$ cat src/rtl/comma_aligner.sv
// K28.5 comma search and 10-bit symbol alignment for the PCIe PHY receive path.
// Locks after LOCK_CNT in-phase commas and drops lock after UNLOCK_CNT off-phase commas.
module comma_aligner #(
  parameter int LOCK_CNT   = 2,
  parameter int UNLOCK_CNT = 2
) (
  input  logic       CLK,
  input  logic       reset,
  input  logic       ENB,
  input  logic       in_serial,
  output logic [9:0] out_10b,
  output logic       valid,
  output logic       locked
);

  typedef enum logic [1:0] {SEARCH, VERIFY, LOCKED} state_t;

  localparam logic [3:0] LOCK_N   = 4'(LOCK_CNT);
  localparam logic [3:0] UNLOCK_N = 4'(UNLOCK_CNT);
  localparam logic [9:0] K28_5_RDN = 10'h17C;
  localparam logic [9:0] K28_5_RDP = 10'h283;

  state_t     state, state_nxt;
  logic [9:0] sr, sr_nxt, nsr, out_nxt;
  logic [3:0] bit_cnt, bit_nxt, good_cnt, good_nxt, miss_cnt, miss_nxt;
  logic       valid_nxt, comma, boundary;

  assign nsr      = {in_serial, sr[9:1]};
  assign comma    = (nsr == K28_5_RDN) || (nsr == K28_5_RDP);
  assign boundary = (bit_cnt == 4'd9);

  always_ff @(posedge CLK or negedge reset) begin
    if (!reset) begin
      state    <= SEARCH;
      sr       <= '0;
      out_10b  <= '0;
      valid    <= 1'b0;
      bit_cnt  <= '0;
      good_cnt <= '0;
      miss_cnt <= '0;
    end else begin
      state    <= state_nxt;
      sr       <= sr_nxt;
      out_10b  <= out_nxt;
      valid    <= valid_nxt;
      bit_cnt  <= bit_nxt;
      good_cnt <= good_nxt;
      miss_cnt <= miss_nxt;
    end
  end

  always_comb begin
    state_nxt = state;
    sr_nxt    = sr;
    out_nxt   = out_10b;
    valid_nxt = 1'b0;
    bit_nxt   = bit_cnt;
    good_nxt  = good_cnt;
    miss_nxt  = miss_cnt;
    if (ENB) begin
      sr_nxt  = nsr;
      bit_nxt = boundary ? 4'd0 : bit_cnt + 4'd1;
      unique case (state)
        SEARCH: if (comma) begin
          bit_nxt   = 4'd0;
          good_nxt  = 4'd1;
          miss_nxt  = 4'd0;
          state_nxt = (LOCK_N == 4'd1) ? LOCKED : VERIFY;
        end
        VERIFY: if (comma) begin
          if (boundary) begin
            good_nxt = good_cnt + 4'd1;
            // The symbol completing the lock count is itself emitted.
            if (good_cnt + 4'd1 >= LOCK_N) begin
              state_nxt = LOCKED;
              miss_nxt  = 4'd0;
              valid_nxt = 1'b1;
              out_nxt   = nsr;
            end
          end else begin
            bit_nxt  = 4'd0;
            good_nxt = 4'd1;
          end
        end
        LOCKED: begin
          if (boundary) begin
            valid_nxt = 1'b1;
            out_nxt   = nsr;
            if (comma) miss_nxt = 4'd0;
          end else if (comma) begin
            if (miss_cnt + 4'd1 >= UNLOCK_N) begin
              // Adopt the offending comma as the new symbol phase.
              miss_nxt  = 4'd0;
              bit_nxt   = 4'd0;
              good_nxt  = 4'd1;
              state_nxt = (LOCK_N == 4'd1) ? LOCKED : VERIFY;
            end else begin
              miss_nxt = miss_cnt + 4'd1;
            end
          end
        end
        default: state_nxt = SEARCH;
      endcase
    end
  end

  always_comb begin
    locked = (state == LOCKED);
  end

endmodule

$ cat config.mk
export PLATFORM = sky130hd
export DESIGN_NAME = comma_aligner
export DESIGN_NICKNAME = d
export VERILOG_FILES = /design/src/rtl/comma_aligner.sv
export SDC_FILE = /design/constraint.sdc
export NUM_CORES = 1
export LEC_CHECK = 0
export ABC_AREA = 1
export ABC_CLOCK_PERIOD_IN_PS = 2300
export BUFFER_PORTS_ARGS = -buffer_cell sky130_fd_sc_hd__buf_4
export CAP_MARGIN = 20
export CORE_AREA = 3 3 68 70
export DETAILED_ROUTE_END_ITERATION = 10
export DIE_AREA = 0 0 71 73
export GPL_ROUTABILITY_DRIVEN = 0
export SYNTH_ARGS = -nofsm -noshare
export SYNTH_HDL_FRONTEND = slang
export SYNTH_SLANG_ARGS = --single-unit
export TNS_END_PERCENT = 10
$ cat constraint.sdc
create_clock -name CLK -period 2.3 [get_ports CLK]
set_clock_uncertainty 0.1 [all_clocks]
set_input_delay 0.46 -clock CLK [delete_from_list [all_inputs] [get_ports CLK]]
set_output_delay 0.46 -clock CLK [all_outputs]
set_load 0.1 [all_outputs]
== After elaboration in Yosys (flattened, before gate mapping) ==
Cells that the tools add are included.

* Bits in registers: 35
* Input bits: 4
* Word-level logic and storage cells: 76
* Output and inout port bits: 12

* Reductions and logical operators: 8
* Multiplexer cells: 42
* Add/sub/neg operators: 3
* Order comparisons: 2
* Equality and inequality tests: 14

{| class="wikitable"
|+ Operator list
! operator !! count
|-
| 4-bit two-way mux || 20
|-
| 10-bit two-way mux || 4
|-
| 4-bit one-hot mux with 3 select lines || 3
|-
| 10-bit one-hot mux with 2 select lines || 1
|-
| 2-bit two-way mux || 7
|-
| 4-bit by 1-bit adder with 4-bit output (second input constant) || 3
|-
| 6-bit AND reduction || 2
|-
| 10-bit equality test (second input constant) || 1
|-
| 10-bit by 9-bit equality test with 1-bit output (second input constant) || 1
|-
| 2-bit != test (second input constant) || 5
|-
| 4-bit by 2-bit >= comparator with 1-bit output (second input constant) || 2
|-
| 8-bit AND reduction || 1
|-
| 7-bit AND reduction || 1
|-
| 2-bit by 1-bit != test with 1-bit output (second input constant) || 3
|-
| 2-bit one-hot mux with 3 select lines || 1
|-
| 1-bit two-way mux || 5
|-
| 4-bit equality test (second input constant) || 1
|-
| 3-bit by 1-bit != test with 1-bit output (second input constant) || 1
|-
| 3-bit nonzero test || 1
|-
| 2-bit by 1-bit equality test with 1-bit output (second input constant) || 1
|-
| 2-bit equality test (second input constant) || 1
|-
| 2-bit zero test || 1
|-
| 1-bit one-hot mux with 2 select lines || 1
|-
| 2-bit nonzero test || 1
|-
| 1-bit logical OR || 1
|}

== Longest topological paths before layout ==
Gate-level depths: netlist of the first run.

* Depth in word-level cells: 7
* Mapped depth: 12
* Mapped depth without buffers: 12

== Worst setup path before layout of the first run ==
OpenSTA, ideal clock, no wires.

* Path kind: flip-flop to flip-flop
* From: register state[0]
* To: register miss_cnt[0]
* Stages on the path, launching flop included: 10
* Library setup time: 0.066 ns
* Arrival: 2.122 ns
* Buffers on the path: 0
* Slack: 0.012 ns
* Required time: 2.134 ns
* Clock period less this slack: 2.288 ns
* Cell sequence: dfrtp_1 inv_1 ha_1 nand2_1 nand3b_1 nand2_1 inv_1 nand3_2 nand2_1 nand2_1

* Word-level cells in the longest chain between the ends: 3
* Elaborated cells on any way between the ends: 10
* Classes of those cells: eq/ne (6); mux (1); reduce/logical (3)

{| class="wikitable"
|+ RTL lines
! item !! line !! source
|-
| from (decl) || 23 || <nowiki>state_t state, state_nxt;</nowiki>
|-
| from (signal assigned) || 42 || <nowiki>state <= state_nxt;</nowiki>
|-
| 2-bit equality test (*) || - ||
|-
| named net locked || 13 || <nowiki>output logic locked</nowiki>
|-
| 3-bit by 1-bit != test with 1-bit output (no source line) / 3-bit nonzero test (equally long branches) || - ||
|-
| 6-bit AND reduction (no source line) || - ||
|-
| to (signal assigned) || 48 || <nowiki>miss_cnt <= miss_nxt;</nowiki>
|-
| to (decl) || 25 || <nowiki>logic [3:0] bit_cnt, bit_nxt, good_cnt, good_nxt, miss_cnt, miss_nxt;</nowiki>
|}

Mark *: on every way through the listed nets, which the timed path passes. The rest lies on a longest branch.
A chain may end at the register's enable or synchronous reset.

== Final worst setup path of the first run ==
* From: register state[0]
* To: output port locked

* Word-level cells in the longest chain between the ends: 1

{| class="wikitable"
|+ RTL lines
! item !! line !! source
|-
| 2-bit equality test || 108 || <nowiki>locked = (state == LOCKED);</nowiki>
|-
| to (decl) || 13 ||
|}

Every way passes these cells.

==> flow_summary.ini, run 1 <==
[outcome]
status = finished clean

[setup_path]
rr_worst_depth = 9
reg2reg_slack_ns = 0.44
crit_fanout = 7
startpoint_type = flop
endpoint = locked
crit_required_ns = 1.74
worstPathArrival_ns = 1.44
criticalPathCategory = flop to primary output
r2r-start = good_cnt[0]
cpPeakStageDelay_ns = 0.42
r2r_end = out_10b[9]
cp_slowest_cell = dfrtp_1
cp-startpoint = state[0]
end_kind = primary output
crit_path_cell_trace = inv_1 -> ha_1 -> buf_4

[clock_tree]
post_cts_resized = 0
ctsHoldBuffers = 0
ctsRootBufferMaster = clkbuf_8
cts_buffer_depth = 2
ctsHtreeMaxLevel = 2
post_cts_buffers = 0
cts_tree = built
cts_sinks = 34
clkTransAtPathRegs_ns = 0.07
cts_buffers = 5
insertion_delay_ns = 0.28

[synthesis]
syn_avg_cell_area_um2 = 7.64
syn_nets = 264
synth_area_um2 = 1910
synth_seq_cells = 34
netlist_instances = 250
synth_cell_types = 24
seq_area_frac_synth = 0.445
yosysWarnings = 0

[placed_design]
dp_hpwl_um = 2820
numPortBuffers = 15
dp.cells = 312
pre_cts_slack_ns = 0.404

[timing]
fin_setup_tns_ns = 0
setup_slack_ns = 0.301
relSlewSlack = 0.675
hold_violations = 0
rsz0062_at_grt = no
final_max_slew_viol_count = 0
layout_min_cycle_time_ns = 2.00
final.period_utilization = 0.869
max_freq_ghz = 0.500
tightest_slew_ns = 0.487
setup_violations = 0

[run]
drv_cap = 0

[routing]
drt_iter0_drc = 102
met2WireLength_um = 1720
drt-pass1-iter-count = 4
wl_met1_um = 1970
routed_wl_um = 3850
wl_per_cell_um = 12.0
highest_layer = met4
antenna_left = 0
dr_wl_met3_um = 144
drc = 0
vias = 1565
vias_per_cell = 4.89

[global_route]
gr-total-overflow = 0
grt_pass1_vias = 1442
antenna_found_initial = 0
grt_pass1_wl_um = 6680
grt_max_degree = 35
track_usage = 0.164

[finish]
final_nets = 283
diodes = 0
fin_cells = 320
layout-drive-gt1-share = 0.133
final_core_util = 0.548
syn_to_final_growth_pct = 15.6

[die]
start_util = 0.474
io_pins = 16
die_h_um = 73
dieArea_um2 = 5180
die_w_um = 71
core_area_um2 = 4030
rows = 23

[pwr]
p_leak_nw = 1.20
vdd_drop_max_v = 0.000566
pwr_density_cell_nw_per_um2 = 1420

[worst_hold_path]
hold_class = primary input to asynchronous set/reset pin
## how the worst min path moves through the flow
stage / start / end
after floorplan: reset / bit_cnt[0]
after global placement: reset / miss_cnt[1]
after detailed placement: reset / miss_cnt[1]
after CTS: reset / sr[6]
after global routing: reset / miss_cnt[1]
final: reset / miss_cnt[1]
## metal layers
layer,up-vias,global-route usage
met3,2,0.0482
met2,25,0.245
met5,-,0
met4,0,0.0522
met1,706,0.228
li1,832,-
## cell type report
cell class | instances | area [µm²]
clock buffer | 6 | 82.6
sequential | 34 | 851
fill | 387 | 1820
multi-input combinational | 183 | 920
tap | 50 | 62.6
inverter | 28 | 105
clock inverter | 2 | 60.1
timing repair buffer | 17 | 128
## metrics by stage
step	hold slack [ns]	area [µm²]	total power, mW
floorplan	0.0644	1910	2.15
global placement	0.337	2070	2.44
detailed placement	0.339	2070	2.46
CTS	0.0307	2210	3.15
global route	0.0317	2210	3.35
finish	0.0174	2210	3.13
## Yosys cell counts
| master | count | area share |
|---|---|---|
| nand2_4 | 1 | 0.0059 |
| a211oi_1 | 1 | 0.0039 |
| nor4_1 | 1 | 0.0033 |
| nor2_8 | 1 | 0.010 |
| ha_1 | 10 | 0.065 |
| dfrtp_1 | 34 | 0.45 |
| nand4_1 | 11 | 0.036 |
| nor2_1 | 18 | 0.035 |
| nand2_1 | 100 | 0.20 |
| nor2_2 | 4 | 0.013 |
| nand3_4 | 1 | 0.0092 |
| nand3_2 | 3 | 0.016 |
| nor3_1 | 3 | 0.0079 |
| nand3_1 | 18 | 0.047 |
| a21oi_1 | 3 | 0.0079 |
| clkbuf_1 | 2 | 0.0039 |
| o21bai_1 | 1 | 0.0039 |
| o21ai_0 | 6 | 0.016 |
| buf_8 | 1 | 0.0079 |
| inv_1 | 27 | 0.053 |
| clkbuf_4 | 1 | 0.0039 |
| inv_2 | 1 | 0.0020 |
| buf_2 | 1 | 0.0026 |
| nand3b_1 | 1 | 0.0039 |
## kinds of logic after synthesis
family	synth area share
simple gates	0.384
flops	0.445
buf+inv	0.0733
compound gates	0.0314
fa+ha+maj	0.0655
## sequential cells by signal (all words and copies together) (netlist names)
name      cells
bit_cnt       4
state         2
valid         1
out_10b      10
good_cnt      4
sr            9
miss_cnt      4
## cell usage in the layout, fill, tap and decap left out
| cell | netlist | final |
|---|---|---|
| nand2_1 | 100 | 100 |
| dfrtp_1 | 34 | 34 |
| inv_1 | 27 | 27 |
| nor2_1 | 18 | 18 |
| nand3_1 | 18 | 18 |
| buf_4 | 0 | 17 |
| nand4_1 | 11 | 11 |
| ha_1 | 10 | 10 |
| o21ai_0 | 6 | 6 |
| clkbuf_8 | 0 | 6 |
| nor2_2 | 4 | 4 |
| nor3_1 | 3 | 3 |
| nand3_2 | 3 | 3 |
| a21oi_1 | 3 | 3 |
| bufinv_16 | 0 | 2 |
| inv_2 | 1 | 1 |
| a211oi_1 | 1 | 1 |
| nand2_4 | 1 | 1 |
| nor2_8 | 1 | 1 |
| nand3_4 | 1 | 1 |
| o21bai_1 | 1 | 1 |
| nand3b_1 | 1 | 1 |
| nor4_1 | 1 | 1 |
## power by group
part	internal (mW)	switching [mW]	total [mW]
logic	0.388	1.15	1.54
registers	0.754	0.148	0.902
clock network	0.462	0.222	0.685
## critical path, delay by kind of cell (launching register included)
kind / cells / cell delay, ns
flip-flops: 1 / 0.42
buffers and inverters: 2 / 0.43
adder cells (fa/ha/maj): 1 / 0.30
Power figures use the tool's default switching activity.
==> inputs of run 2 (changes only) <==
--- a/config.mk
+++ b/config.mk
@@ -7,7 +7,7 @@
 export LEC_CHECK = 0
 export ABC_AREA = 1
 export ABC_CLOCK_PERIOD_IN_PS = 2300
-export BUFFER_PORTS_ARGS = -buffer_cell sky130_fd_sc_hd__buf_4
+export BUFFER_PORTS_ARGS = -buffer_cell sky130_fd_sc_hd__clkbuf_2
 export CAP_MARGIN = 20
 export CORE_AREA = 3 3 68 70
 export DETAILED_ROUTE_END_ITERATION = 10
==> run 2 against run 1 <==
Utilization fell by 1.5 points. Design area decreased by 2.7%. Total power down 8.7%. Count of clock-buffer cells in the layout is the same. Critical endpoint unchanged. Largest cell class unchanged. Highest routed layer unchanged.
==> flow_summary.ini, run 2 (synthesis results as in run 1) <==
[finish]
largest_reg_flops = 10
syn_to_final_growth_pct = 12.4
diodes = 0
final_common_cell = nand2_1
top_regs = out_10b (10), sr (9)
mostFrequentLayoutCells = nand2_1, dfrtp_1, inv_1
layout-drive-gt1-share = 0.139
final_nets = 286
fin_cells = 323
regMostFlops = out_10b
final_core_util = 0.533

[placed_design]
pre_cts_slack_ns = 0.421
dp_hpwl_um = 2810
dp.cells = 314
numPortBuffers = 15

[setup_path]
cp_slowest_cell = clkbuf_2
cpPeakStageDelay_ns = 0.51
end_kind = primary output
cp-startpoint = state[0]
crit_fanout = 7
crit_path_cell_trace = inv_1 -> ha_1 -> clkbuf_2
r2r-start = good_cnt[0]
crit_required_ns = 1.74
startpoint_type = flop
worstPathArrival_ns = 1.60
criticalPathCategory = flop to primary output

[routing]
drt_iter0_drc = 74
routed_wl_um = 3770
drt-pass1-iter-count = 4
vias = 1561
antenna_left = 0
vias_per_cell = 4.83
wl_per_cell_um = 11.7
drc = 0

[clock_tree]
post_cts_buffers = 0
insertion_delay_ns = 0.29
cts_buffer_depth = 2
ctsHtreeMaxLevel = 2
clkTransAtPathRegs_ns = 0.07
cts_buffers = 5
cts_tree = built
cts_sinks = 34
ctsRootBufferMaster = clkbuf_8
post_cts_resized = 0
ctsHoldBuffers = 1

[global_route]
grt_max_degree = 18
antenna_found_initial = 0
gr-total-overflow = 0
track_usage = 0.161
grt_pass1_wl_um = 6660
grt_pass1_vias = 1498

[die]
dieArea_um2 = 5180
rows = 23
core_area_um2 = 4030
io_pins = 16
die_h_um = 73
die_w_um = 71
start_util = 0.474

[timing]
setup_violations = 0
setup_slack_ns = 0.141
rsz0062_at_grt = no
final_max_slew_viol_count = 0
tightest_slew_ns = 0.543
fin_hold_ws_ns = 0.349
hold_violations = 0
layout_min_cycle_time_ns = 2.16
max_freq_ghz = 0.463
relSlewSlack = 0.640
fin_setup_tns_ns = 0
final.period_utilization = 0.939

[pwr]
vdd_drop_max_v = 0.000420
p_leak_nw = 1.18
pwr_density_cell_nw_per_um2 = 1330

[worst_hold_path]
min_from = in_serial
hold_class = primary input to flop

[run]
drv_cap = 0

[outcome]
status = finished clean
## run 2: cell count changes in the layout (fill, tap and decap cells not counted)
cell / previous run / this run
clkinvlp_4: 0 / 1
dlygate4sd3_1: 0 / 1
clkinv_2: 0 / 1
clkbuf_2: 0 / 15
buf_4: 17 / 4
bufinv_16: 2 / 0
## run 2: power by group
group	total, mW	internal, mW	switching [mW]	leakage, nW
sequential	0.896	0.754	0.142	0.448
combinational	1.49	0.341	1.15	0.687
clock	0.470	0.241	0.229	0.0472
## run 2: final timing paths
path / to / slack [ns] / cells past startpoint
worst max register to register: out_10b[2] / 0.44 / 11
max in group asynchronous: bit_cnt[3] / 1.12 / 3
worst max-delay path: locked / 0.14 / 3
min in group asynchronous: valid / 0.50 / 2
worst min-delay path: out_10b[9] / 0.35 / 3
worst min register to register: out_10b[8] / 0.37 / 2
## run 2: cell type report
| class | count | area [µm²] |
|---|---|---|
| Clock inverter | 2 | 12.5 |
| Fill cell | 388 | 1880 |
| Tap cell | 50 | 62.6 |
| Inverter | 28 | 105 |
| Timing Repair Buffer | 20 | 115 |
| Sequential cell | 34 | 851 |
| Clock buffer | 6 | 82.6 |
| Multi-Input combinational cell | 183 | 920 |
## run 2: layer usage
layer | vias to the layer above | track usage | routed length, µm
met4 | 0 | 0.0752 | 57
met3 | 7 | 0.0344 | 176
met2 | 34 | 0.250 | 1600
li1 | 832 | - | -
met5 | - | 0 | 0
met1 | 688 | 0.216 | 1940
## run 2: critical path: cells and delay by family (launching register included)
kind	cells	cell delay (ns)
DFF	1	0.41
adders and majority gates	1	0.30
buffers and inverters	2	0.60
## run 2: through the flow
stage	area (µm²)	total power [mW]
after floorplan	1910	2.15
after CTS	2150	2.88
after global placement	2040	2.39
after global routing	2150	3.07
after detailed placement	2040	2.40
final	2150	2.85
==> inputs of run 3 (changes only) <==
==> config.mk (replaced) <==
export PLATFORM = sky130hd
export DESIGN_NAME = comma_aligner
export DESIGN_NICKNAME = d
export VERILOG_FILES = /design/src/rtl/comma_aligner.sv
export SDC_FILE = /design/constraint.sdc
export NUM_CORES = 1
export LEC_CHECK = 0
export ABC_CLOCK_PERIOD_IN_PS = 1900
export BUFFER_PORTS_ARGS = -buffer_cell sky130_fd_sc_hd__clkbuf_2
export CAP_MARGIN = 20
export CORE_AREA = 3 3 67 69
export CTS_BUF_LIST = sky130_fd_sc_hd__clkbuf_16
export DETAILED_ROUTE_END_ITERATION = 10
export DIE_AREA = 0 0 70 72
export GPL_ROUTABILITY_DRIVEN = 0
export PLACE_DENSITY = 0.68
export SYNTH_ARGS = -nofsm -noshare
export SYNTH_HDL_FRONTEND = slang
export SYNTH_SLANG_ARGS = --single-unit
export TNS_END_PERCENT = 10
==> constraint.sdc (replaced) <==
create_clock -name CLK -period 1.9 [get_ports CLK]
set_clock_uncertainty 0.1 [all_clocks]
set_input_delay 0.38 -clock CLK [delete_from_list [all_inputs] [get_ports CLK]]
set_output_delay 0.38 -clock CLK [all_outputs]
set_load 0.1 [all_outputs]
==> run 3 against run 2 <==
Largest cell class unchanged. First-iteration DRC count down 11%. Non-clock buffer count up 30. Critical endpoint is now out_10b[9]. Critical path type is now flop to flop. Routed wire length up 21%. The run now ends with setup timing left.
==> flow_summary.ini, run 3 <==
[outcome]
violations = setup timing
status = finished with violations

[synthesis]
netlist_top_cells_area = dfrtp_1, mux2_4, ha_1, mux2_2, a21oi_1
synth_top_cell_by_area = dfrtp_1
yosysWarnings = 0
netlist_instances = 166
syn_nets = 180
syn_avg_cell_area_um2 = 11.4
synth-xor-area-share = 0.00461
synth_flop_cell = dfrtp_1
synth_fa_ha_area_frac = 0.0659
synthArstFlopShare = 1.00
synth_top_family_by_area = compound AO/OA/AOI/OAI gates
synth_compound_area_frac = 0.153
synth.most_common_cell = dfrtp_1
muxShareOfSynthArea = 0.143
synth_seq_cells = 34
synth_cell_types = 50
synthSimpleGateAreaFrac = 0.144
synth_area_um2 = 1900
seq_area_frac_synth = 0.448
synth_common_cells = dfrtp_1, ha_1, mux2_4
synth-edff-count = 0
synth_top_area_share = 0.448

[clock_tree]
ctsHoldBuffers = 0
clkTransAtPathRegs_ns = 0.05
cts_buffer_depth = 2
ctsHtreeMaxLevel = 2
cts_tree = built
ctsRootBufferMaster = clkbuf_16
cts_sinks = 34
cts_buffers = 5
insertion_delay_ns = 0.27

[routing]
vias = 1488
drt_iter0_drc = 66
routed_wl_um = 4540
wl_per_cell_um = 17.2
drc = 0
drt-pass1-iter-count = 4
antenna_left = 0
vias_per_cell = 5.64

[pwr]
vdd_drop_max_v = 0.00150
internal_power_mw = 2.60
combPwrFrac = 0.565
seq_power_share = 0.247
pwr_density_cell_nw_per_um2 = 1840
netSwitchingPower_mw = 2.18
swShare = 0.456
clkPwrFrac = 0.188
p_leak_nw = 1.17

[finish]
final_common_cell = dfrtp_1
mostFrequentLayoutCells = dfrtp_1, buf_4, clkbuf_2
top_regs = out_10b (10), sr (9)
regMostFlops = out_10b
fin_cells = 264
layout-drive-gt1-share = 0.481
syn_to_final_growth_pct = 37.0
largest_reg_flops = 10
seqCellArea_um2 = 851
diodes = 0
n_fill_cell = 299
final_core_util = 0.655
final_nets = 228
multi_input_area_um2 = 1110

[timing]
fin_setup_tns_ns = -1.65
layout_min_cycle_time_ns = 2.05
rsz0062_at_grt = yes
setup_slack_ns = -0.146
final_max_slew_viol_count = 0
hold_violations = 0
max_freq_ghz = 0.489
setup_violations = 16
final.period_utilization = 1.08
relSlewSlack = 0.639
tightest_slew_ns = 0.544

[global_route]
grt_max_degree = 35
antenna_found_initial = 0
grt_pass1_vias = 1552
grt_pass1_wl_um = 7370
gr-total-overflow = 0
track_usage = 0.184

[die]
dieArea_um2 = 5040
io_pins = 16
rows = 23
start_util = 0.478
die_h_um = 72
die_w_um = 70
core_area_um2 = 3970

[setup_path]
r2r-start = sr[6]
endpoint = out_10b[9]
end_kind = flop
criticalPathCategory = flop to flop
worstPathArrival_ns = 2.10
cp-startpoint = sr[6]
crit_fanout = 5
reg2reg_slack_ns = -0.15
rr_worst_depth = 7
r2r_end = out_10b[9]
crit_required_ns = 1.96
startpoint_type = flop

[run]
drv_cap = 0

[placed_design]
dp.cells = 250
dp_hpwl_um = 3130
numPortBuffers = 15
pre_cts_slack_ns = -0.166

[worst_hold_path]
hold_class = primary input to asynchronous set/reset pin
==> run 3: cell types whose count changed after synthesis, moves of 6 or more <==
| cell | change |
|---|---|
| a21oi_1 | +6 |
| mux2_2 | +9 |
| nor2_1 | -15 |
| nand3_1 | -15 |
| mux2_4 | +10 |
| nand4_1 | -10 |
| inv_1 | -18 |
| nand2_1 | -92 |
==> run 3: power by group through the flow <==
stage / sequential [mW] / combinational, mW / clock [mW]
after floorplan: 1.93 / 1.12 / 0
after detailed placement: 1.18 / 2.43 / 0
after global routing: 1.21 / 2.83 / 0.943
after CTS: 1.17 / 2.62 / 0.903
final: 1.18 / 2.70 / 0.897
after global placement: 1.16 / 2.37 / 0
==> run 3: cell type report <==
type                    instances  share of cell area
inverters                       9              0.0130
well taps                      50              0.0241
clock buffers                   5              0.0481
flip-flops and latches         34               0.327
repair buffers                 50               0.150
multi-input cells             114               0.425
clock inverters                 2              0.0130
==> run 3: layer usage <==
layer	wire, µm	GRT usage	vias up
li1	-	-	711
met1	1880	0.215	741
met2	2430	0.334	28
met3	165	0.0429	8
met4	64	0.0660	0
met5	0	0	-
==> run 3: stage by stage <==
| step | hold slack [ns] | area [µm²] | power, mW |
|---|---|---|---|
| 2_1_floorplan | -0.0156 | 1940 | 3.05 |
| 3_3_place_gp | 0.327 | 2240 | 3.52 |
| 3_5_place_dp | 0.337 | 2240 | 3.61 |
| 4_1_cts | 0.0489 | 2530 | 4.70 |
| 5_1_grt | 0.0745 | 2600 | 4.98 |
| 6_report | 0.0303 | 2600 | 4.77 |
==> run 3: cell families (layout without fill, tap and decap cells) <==
group | count (synthesis) | in the layout
flops | 34 | 34
buf+inv | 18 | 66
simple gates | 42 | 42
xor+xnor | 1 | 1
compound gates | 40 | 40
mux | 21 | 21
fa+ha+maj | 10 | 10
==> run 3: worst min path at each step <==
stage / cells after the start / to / slack, ns / from
2_1_floorplan: 0 / bit_cnt[0] / -0.02 / reset
3_3_place_gp: 2 / good_cnt[3] / 0.33 / reset
3_5_place_dp: 2 / good_cnt[3] / 0.34 / reset
4_1_cts: 2 / valid / 0.05 / reset
5_1_grt: 2 / state[0] / 0.07 / reset
6_report: 2 / good_cnt[3] / 0.03 / reset
==> run 3: timing repair <==
| action | 4_1_cts | 5_1_grt |
|---|---|---|
| pin swaps | 9 | 9 |
| gates resized for setup | 15 | 13 |
| endpoints found under the hold margin | 0 | 0 |
| cloned | 1 | 0 |
| setup buffers | 4 | 2 |
| setup endpoints to repair | 23 | 24 |
==> run 3: worst max-delay path, cell delays in order (launching register included) <==
cell	delay, ns
dfrtp_1	0.40
nor4b_2	0.28
nand4b_1	0.16
buf_4	0.18
a211oi_4	0.23
o21bai_4	0.13
buf_12	0.15
mux2_4	0.29
